[src/rtl/rfPhoenixPkg.sv]
// Shared constants and types for the rfPhoenix vector writeback stage.
package rfPhoenixPkg;
  localparam int NLANES     = 16;
  localparam int LANE_W     = 32;
  localparam int BEAT_LANES = 4;
  localparam int RID_W      = 6;

  typedef enum logic {VWB_IDLE = 1'b0, VWB_WRITE = 1'b1} vwb_state_t;
  typedef logic [NLANES-1:0] lane_mask_t;
endpackage

[src/rtl/rfphoenix_vwb_beatsel.sv]
// Finds the first non-empty write beat at or after a start index, and flags
// whether it is the final non-empty beat of the lane-enable vector.
module rfphoenix_vwb_beatsel #(
  parameter int NLANES     = 16,
  parameter int BEAT_LANES = 4,
  parameter int NBEATS     = NLANES / BEAT_LANES,
  parameter int BW         = (NBEATS > 1) ? $clog2(NBEATS) : 1
) (
  input  logic [BW-1:0]     start,
  input  logic [NLANES-1:0] en,
  output logic [BW-1:0]     beat,
  output logic              found,
  output logic              last
);
  import rfPhoenixPkg::*;

  logic [NBEATS-1:0] nonempty_s;

  // per-beat "any lane enabled" reduction
  always_comb begin
    nonempty_s = {NBEATS{1'b0}};
    for (int b = 0; b < NBEATS; b++) begin
      nonempty_s[b] = |en[b*BEAT_LANES +: BEAT_LANES];
    end
  end

  // single ascending scan: first hit at/after start, then any later hit clears last
  always_comb begin
    beat  = {BW{1'b0}};
    found = 1'b0;
    last  = 1'b1;
    for (int b = 0; b < NBEATS; b++) begin
      if (!found && (BW'(b) >= start) && nonempty_s[b]) begin
        found = 1'b1;
        beat  = BW'(b);
      end else if (found && nonempty_s[b]) begin
        last = 1'b0;
      end else begin
        last = last;
      end
    end
  end
endmodule

[src/rtl/rfphoenix_vec_writeback.sv]
// Vector result writeback: predicate masking and beat sequencing into the register file.
// Optional operand forwarding outputs are enabled by defining VWB_FWD_EN.
module rfphoenix_vec_writeback #(
  parameter int NLANES     = rfPhoenixPkg::NLANES,
  parameter int LANE_W     = rfPhoenixPkg::LANE_W,
  parameter int BEAT_LANES = rfPhoenixPkg::BEAT_LANES,
  parameter int RID_W      = rfPhoenixPkg::RID_W,
  localparam int NBEATS    = NLANES / BEAT_LANES,
  localparam int BW        = (NBEATS > 1) ? $clog2(NBEATS) : 1
) (
  input  logic                         clk,
  input  logic                         rst,
  input  logic                         i_valid,
  output logic                         i_ready,
  input  logic [RID_W-1:0]             i_rid,
  input  logic                         i_tt,
  input  logic                         i_zero,
  input  logic [NLANES-1:0]            i_mask,
  input  logic [NLANES*LANE_W-1:0]     i_res,
  output logic                         wr_en,
  output logic [RID_W-1:0]             wr_rid,
  output logic [BW-1:0]                wr_beat,
  output logic [BEAT_LANES-1:0]        wr_lmask,
  output logic [BEAT_LANES*LANE_W-1:0] wr_data,
  output logic                         done,
  output logic [RID_W-1:0]             done_rid,
`ifdef VWB_FWD_EN
  output logic                         fwd_valid,
  output logic [RID_W-1:0]             fwd_rid,
  output logic [NLANES*LANE_W-1:0]     fwd_data,
  output logic [NLANES-1:0]            fwd_en,
`endif
  output logic                         busy
);
  import rfPhoenixPkg::*;

  vwb_state_t                   state_r, state_s;
  logic [RID_W-1:0]             rid_r, rid_s;
  logic [NLANES-1:0]            en_r, en_s, in_en_s, sel_en_s;
  logic [NLANES*LANE_W-1:0]     data_r, data_s, in_data_s, sel_data_s;
  logic                         last_r, last_s;
  logic                         wr_en_s, done_s, xfer_s;
  logic [RID_W-1:0]             wr_rid_s, done_rid_s;
  logic [BW-1:0]                wr_beat_s, scan_start_s, scan_beat_s;
  logic [BEAT_LANES-1:0]        wr_lmask_s, beat_lmask_s;
  logic [BEAT_LANES*LANE_W-1:0] wr_data_s, beat_data_s;
  logic                         scan_found_s, scan_last_s;

  // a presented beat with last_r set is the final write of the current result
  assign i_ready = (state_r == VWB_IDLE) | (wr_en & last_r);
  assign busy    = (state_r != VWB_IDLE);
  assign xfer_s  = i_valid & i_ready;

  // effective lane enable and masked data of the offered result
  always_comb begin
    in_en_s   = {NLANES{1'b0}};
    in_data_s = {(NLANES*LANE_W){1'b0}};
    for (int n = 0; n < NLANES; n++) begin
      if (i_tt) begin
        in_en_s[n] = (n == 0);
        in_data_s[n*LANE_W +: LANE_W] = (n == 0) ? i_res[n*LANE_W +: LANE_W] : {LANE_W{1'b0}};
      end else begin
        in_en_s[n] = i_zero | i_mask[n];
        in_data_s[n*LANE_W +: LANE_W] = i_mask[n] ? i_res[n*LANE_W +: LANE_W] : {LANE_W{1'b0}};
      end
    end
  end

  // a new result scans from beat 0; an in-flight one resumes after the presented beat
  assign sel_en_s     = xfer_s ? in_en_s : en_r;
  assign sel_data_s   = xfer_s ? in_data_s : data_r;
  assign scan_start_s = xfer_s ? {BW{1'b0}} : (wr_beat + BW'(1));
  assign beat_lmask_s = sel_en_s[scan_beat_s*BEAT_LANES +: BEAT_LANES];
  assign beat_data_s  = sel_data_s[scan_beat_s*BEAT_LANES*LANE_W +: BEAT_LANES*LANE_W];

  rfphoenix_vwb_beatsel #(
    .NLANES     (NLANES),
    .BEAT_LANES (BEAT_LANES)
  ) u_beatsel (
    .start (scan_start_s),
    .en    (sel_en_s),
    .beat  (scan_beat_s),
    .found (scan_found_s),
    .last  (scan_last_s)
  );

  // next-state and next-output logic
  always_comb begin
    state_s    = state_r;
    rid_s      = rid_r;
    en_s       = en_r;
    data_s     = data_r;
    last_s     = last_r;
    wr_en_s    = 1'b0;
    wr_rid_s   = wr_rid;
    wr_beat_s  = wr_beat;
    wr_lmask_s = wr_lmask;
    wr_data_s  = wr_data;
    done_s     = 1'b0;
    done_rid_s = done_rid;
    case (state_r)
      VWB_IDLE: begin
        state_s = VWB_IDLE;
      end
      VWB_WRITE: begin
        if (!wr_en) begin
          // all-skipped result whose done was displaced by the previous retirement
          done_s     = 1'b1;
          done_rid_s = rid_r;
          state_s    = VWB_IDLE;
        end else if (!last_r) begin
          wr_en_s    = 1'b1;
          wr_beat_s  = scan_beat_s;
          wr_lmask_s = beat_lmask_s;
          wr_data_s  = beat_data_s;
          last_s     = scan_last_s;
        end else begin
          done_s     = 1'b1;
          done_rid_s = rid_r;
          state_s    = VWB_IDLE;
        end
      end
      default: begin
        state_s = VWB_IDLE;
      end
    endcase
    if (xfer_s) begin
      rid_s  = i_rid;
      en_s   = in_en_s;
      data_s = in_data_s;
      if (scan_found_s) begin
        state_s    = VWB_WRITE;
        wr_en_s    = 1'b1;
        wr_rid_s   = i_rid;
        wr_beat_s  = scan_beat_s;
        wr_lmask_s = beat_lmask_s;
        wr_data_s  = beat_data_s;
        last_s     = scan_last_s;
      end else if (done_s) begin
        state_s = VWB_WRITE;
      end else begin
        done_s     = 1'b1;
        done_rid_s = i_rid;
        state_s    = VWB_IDLE;
      end
    end else begin
      rid_s = rid_s;
    end
  end

  // state, capture and output registers
  always_ff @(posedge clk) begin
    if (rst) begin
      state_r  <= VWB_IDLE;
      rid_r    <= {RID_W{1'b0}};
      en_r     <= {NLANES{1'b0}};
      data_r   <= {(NLANES*LANE_W){1'b0}};
      last_r   <= 1'b0;
      wr_en    <= 1'b0;
      wr_rid   <= {RID_W{1'b0}};
      wr_beat  <= {BW{1'b0}};
      wr_lmask <= {BEAT_LANES{1'b0}};
      wr_data  <= {(BEAT_LANES*LANE_W){1'b0}};
      done     <= 1'b0;
      done_rid <= {RID_W{1'b0}};
    end else begin
      state_r  <= state_s;
      rid_r    <= rid_s;
      en_r     <= en_s;
      data_r   <= data_s;
      last_r   <= last_s;
      wr_en    <= wr_en_s;
      wr_rid   <= wr_rid_s;
      wr_beat  <= wr_beat_s;
      wr_lmask <= wr_lmask_s;
      wr_data  <= wr_data_s;
      done     <= done_s;
      done_rid <= done_rid_s;
    end
  end

`ifdef VWB_FWD_EN
  assign fwd_valid = (state_r == VWB_WRITE) & wr_en;
  assign fwd_rid   = rid_r;
  assign fwd_data  = data_r;
  assign fwd_en    = en_r;
`endif
endmodule

[config.mk]
export PLATFORM = sky130hd
export DESIGN_NAME = rfphoenix_vec_writeback
export DESIGN_NICKNAME = d
export VERILOG_FILES = /design/src/rtl/rfPhoenixPkg.sv /design/src/rtl/rfphoenix_vwb_beatsel.sv /design/src/rtl/rfphoenix_vec_writeback.sv
export SDC_FILE = /design/constraint.sdc
export NUM_CORES = 2
export LEC_CHECK = 0
export ABC_AREA = 1
export BUFFER_PORTS_ARGS = -buffer_cell sky130_fd_sc_hd__buf_4
export CAP_MARGIN = 20
export CORE_MARGIN = 4
export CORE_UTILIZATION = 40
export CTS_CLUSTER_SIZE = 8
export DETAILED_ROUTE_END_ITERATION = 10
export GPL_TIMING_DRIVEN = 0
export SLEW_MARGIN = 5
export SYNTH_ARGS = -nofsm -noshare
export SYNTH_HDL_FRONTEND = slang
export SYNTH_SLANG_ARGS = --single-unit
[constraint.sdc]
create_clock -name clk -period 3.6 [get_ports clk]
set_input_delay 0.54 -clock clk [delete_from_list [all_inputs] [get_ports clk]]
set_output_delay 0.54 -clock clk [all_outputs]
set_load 0.02 [all_outputs]
==> run_results.csv <==
group,metric,value,unit
outcome,outcome,"complete, but fails checks",
outcome,violations_in_the_final_reports,"negative setup slack",
min_path,min_path_type,"in2reg",
yosys,synthXorXnorAreaFrac,0,%
placed_design,gpl.final_weighted_congestion,0.9992,
timing,hold_ws,0.1426,ns
yosys,post_synth_inst_count,4896,
floorplan,fp.coreArea,77850,µm²
finish,finish.cell_count_without_fillers,6760,
clock_network,clk_sinks,684,
timing,final.setup.worst_slack,-0.04215,ns
timing,tightest_slew,1.330,ns
finish,design_area,40950,µm²
critical_path,crit_arrival,4.18,ns
finish,drive_gt1_share,16.89,%
yosys,synthesis.area_per_instance,6.448,µm²
timing,min_period,3.642,ns
route,routed_wire_length_per_instance,26.53,µm
placed_design,dp.final_hpwl,139100,µm
yosys,postSynthNetCount,5435,
global_routing,grt_antenna_before_repair,10,
clock_network,cts_hold_buffers,0,
flow_run,max-cap-violations,0,
route,first_iter_violations,4729,
route,finalWirelength,179300,µm
route,drc,0,
finish,design.final.nets,6244,
timing,finalSetupViolCount,4,
clock_network,numCtsBuffers,95,
finish,area_growth,29.73,%
clock_network,insertion_delay,0.67,ns
global_routing,wire_length_of_the_first_global_routing_pass,245000,µm
timing,grt_setup_unrepaired,"no",
timing,max_freq,274.6,MHz
timing,final_min_period_over_clock_period,101.2,%
global_routing,total_routing_resource_utilization_after_global_routing,41.12,%
timing,timing_max_transition_violations_final,0,
critical_path,worst-endpoint-required,4.13,ns
global_routing,gr-total-overflow,0,
critical_path,critPathMaxFanout,10,
floorplan,fp.dieH,288.9,µm
route,total_number_of_vias,37400,
clock_network,clkTransAtPathRegs,0.05,ns
route,drt-vias-per-instance,5.532,
finish,fillers,8259,
yosys,area_fraction_in_compound_gates_after_synthesis,12.43,%
floorplan,std_cell_rows,102,
yosys,synthesis.area,31570,µm²
floorplan,die_area,83480,µm²
critical_path,cp_cell_sequence,"nand2_2 > a21boi_4 > buf_12 > buf_2 > clkbuf_1 > buf_1 > nand2_1 > o21ai_0 > o211ai_1 > nand3_1 > nand2_1",
critical_path,cp_slowest_cell,"sky130_fd_sc_hd__clkbuf_1",
yosys,postSynthRegisterBits,684,
critical_path,critPathTopFamily,"buffers and inverters",
critical_path,nature_of_the_critical_path_endpoint,"register",
timing,fin_skew,0.03228,ns
placed_design,post_dp_cell_area,38300,µm²
floorplan,pin_count,689,
floorplan,dieWidth,288.9,µm
route,final_antenna_net_count,0,
critical_path,critical_path_buf_inv_count,4,
route,dr.pass1.iters,8,
clock_network,ctsRootBufferMaster,"sky130_fd_sc_hd__clkbuf_16",
power,power-per-cell-area,628.1,nW/µm²
yosys,yosysSeqAreaShare,43.38,%
clock_network,cts_tree,"done",
floorplan,initial_core_util,40.55,%
global_routing,grt_pass1_vias,34900,
placed_design,numPortBuffers,687,
power,total_power,25.72,mW
yosys,synth.distinct_cells,30,
critical_path,timing.critical_path.slowest_cell_delay,0.69,ns
yosys,yosysWarnings,0,
clock_network,h-tree-depth,3,
timing,max-slew-margin-rel,11.31,%
critical_path,timing.critical_path.from_type,"register",
global_routing,grt_start_max_net_pins,20,
finish,final_core_utilization,52.60,%
yosys,main_combinational_cell_family_by_area_after_synthesis,"simple AND/OR/NAND/NOR gates",
placed_design,setup_slack_at_placement,-0.3638,ns
critical_path,worstSetupPathType,"reg2reg",
placed_design,place_inst,6641,
timing,totalNegativeSetupSlack,-0.1179,ns
critical_path,path_common_cell,"sky130_fd_sc_hd__nand2_1",
yosys,synth_mux_area_share,0,%
power,worst_case_vdd_ir_drop,0.0003800,V
yosys,yosys.area_share.adder,0,%
power,total_leakage_power,19.49,nW
timing,finalHoldViolCount,0,
yosys,synth-simple-area-share,33.54,%
clock_network,bufs_on_longest_clock_path,3,
-- worst reg2reg max path: cells and delay by family (launching register included) --
family | cells | cell delay (ns)
flip-flops | 1 | 0.56
buffers and inverters | 4 | 1.77
AND/OR/NAND/NOR | 4 | 0.49
AO/OA/AOI/OAI | 3 | 0.70
-- cell type report --
class	instances	area [µm²]	share of cell area, %
Antenna cell	8	20.02	0.04888
Clock inverter	7	87.58	0.2139
Clock buffer	97	2406	5.875
Tap cell	1040	1301	3.178
Inverter	475	1783	4.354
Sequential cell	684	13690	33.44
Multi-Input combinational cell	3366	14520	35.45
Buffer	370	1612	3.935
Timing Repair Buffer	713	5532	13.51
-- flip-flops by register name, indices dropped and copies added (netlist names) --
| register | flops |
|---|---|
| wr_lmask | 4 |
| en_r | 16 |
| busy | 1 |
| wr_en | 1 |
| wr_data | 128 |
| last_r | 1 |
| data_r | 512 |
| done | 1 |
| wr_beat | 2 |
| done_rid | 6 |
| wr_rid | 6 |
| rid_r | 6 |
-- cell usage after synthesis --
master	count	area, µm²
sky130_fd_sc_hd__nand2_2	7	43.79
sky130_fd_sc_hd__a31oi_1	22	137.6
sky130_fd_sc_hd__a21boi_4	1	18.77
sky130_fd_sc_hd__nor2_1	668	2507
sky130_fd_sc_hd__buf_1	20	75.07
sky130_fd_sc_hd__inv_1	468	1757
sky130_fd_sc_hd__a211oi_1	12	90.09
sky130_fd_sc_hd__a21boi_2	1	11.26
sky130_fd_sc_hd__or2_2	9	56.30
sky130_fd_sc_hd__o21ai_1	12	60.06
sky130_fd_sc_hd__nand2_1	1469	5514
sky130_fd_sc_hd__clkinv_1	1	3.750
sky130_fd_sc_hd__dfxtp_1	684	13690
sky130_fd_sc_hd__o21ai_0	552	2763
sky130_fd_sc_hd__clkbuf_1	239	897.1
sky130_fd_sc_hd__nand3_1	408	2042
sky130_fd_sc_hd__nor3_1	13	65.06
sky130_fd_sc_hd__buf_2	100	500.5
sky130_fd_sc_hd__nand2_4	2	22.52
sky130_fd_sc_hd__nand3b_1	24	180.2
sky130_fd_sc_hd__nand4_1	23	143.9
sky130_fd_sc_hd__o21ai_2	1	8.760
sky130_fd_sc_hd__buf_6	5	56.30
sky130_fd_sc_hd__a21oi_1	87	435.4
sky130_fd_sc_hd__buf_4	7	52.55
sky130_fd_sc_hd__o211ai_1	51	382.9
sky130_fd_sc_hd__and2_1	2	12.51
sky130_fd_sc_hd__o21bai_1	1	7.510
sky130_fd_sc_hd__o31ai_1	1	7.510
sky130_fd_sc_hd__inv_2	6	22.52
-- metal layers --
metal,GRT usage [%],wire (µm),up-vias
met2,64.97,78270,2480
met4,24.66,13120,4
li1,-,-,16920
met1,50.81,66980,17400
met5,0,22,-
met3,10.17,20930,589
-- timing repair --
item / in CTS / in global routing
endpoints found under the setup margin: 84 / 26
pin swaps: 1 / 1
buffers inserted: 4 / 3
resized for setup: 12 / 6
-- path summary, 6_finish.rpt --
check | slack, ns | depth (start not counted) | start | endpoint
worst max register to register | -0.04 | 11 | wr_en$_SDFF_PP0_ | wr_data[42]$_SDFF_PP0_
worst min register to register | 0.47 | 2 | wr_data[80]$_SDFF_PP0_ | wr_data[80]$_SDFF_PP0_
worst min-delay path | 0.14 | 3 | i_res[15] | data_r[15]$_SDFF_PP0_
worst max-delay path | -0.04 | 11 | wr_en$_SDFF_PP0_ | wr_data[42]$_SDFF_PP0_
-- cells by family after synthesis --
kind of cell,after synthesis
buf+inv,846
simple gates,2625
flops,684
compound gates,741
-- cells in the final DEF, fill, tap and decap left out, types with 9 or more instances in the layout --
cell	synthesis	layout
sky130_fd_sc_hd__nor3_1	13	13
sky130_fd_sc_hd__nand3_1	408	408
sky130_fd_sc_hd__o21ai_0	552	551
sky130_fd_sc_hd__o21ai_1	12	13
sky130_fd_sc_hd__nand3b_1	24	24
sky130_fd_sc_hd__nand4_1	23	23
sky130_fd_sc_hd__a31oi_1	22	22
sky130_fd_sc_hd__or2_2	9	9
sky130_fd_sc_hd__buf_2	100	95
sky130_fd_sc_hd__buf_4	7	702
sky130_fd_sc_hd__a21oi_1	87	87
sky130_fd_sc_hd__nor2_1	668	668
sky130_fd_sc_hd__inv_1	468	468
sky130_fd_sc_hd__buf_8	0	12
sky130_fd_sc_hd__clkbuf_1	239	233
sky130_fd_sc_hd__nand2_1	1469	1469
sky130_fd_sc_hd__dfxtp_1	684	684
sky130_fd_sc_hd__o211ai_1	51	51
sky130_fd_sc_hd__buf_1	20	16
sky130_fd_sc_hd__a211oi_1	12	12
sky130_fd_sc_hd__clkbuf_16	0	96
-- where the power goes --
part | leakage (nW) | switching, mW | internal [mW]
clock network | 1.23 | 3.51 | 4.69
registers | 5.61 | 0.357 | 8.37
logic | 12.7 | 6.25 | 2.55
total | 19.5 | 10.1 | 15.6
Power figures use the tool's default switching activity.
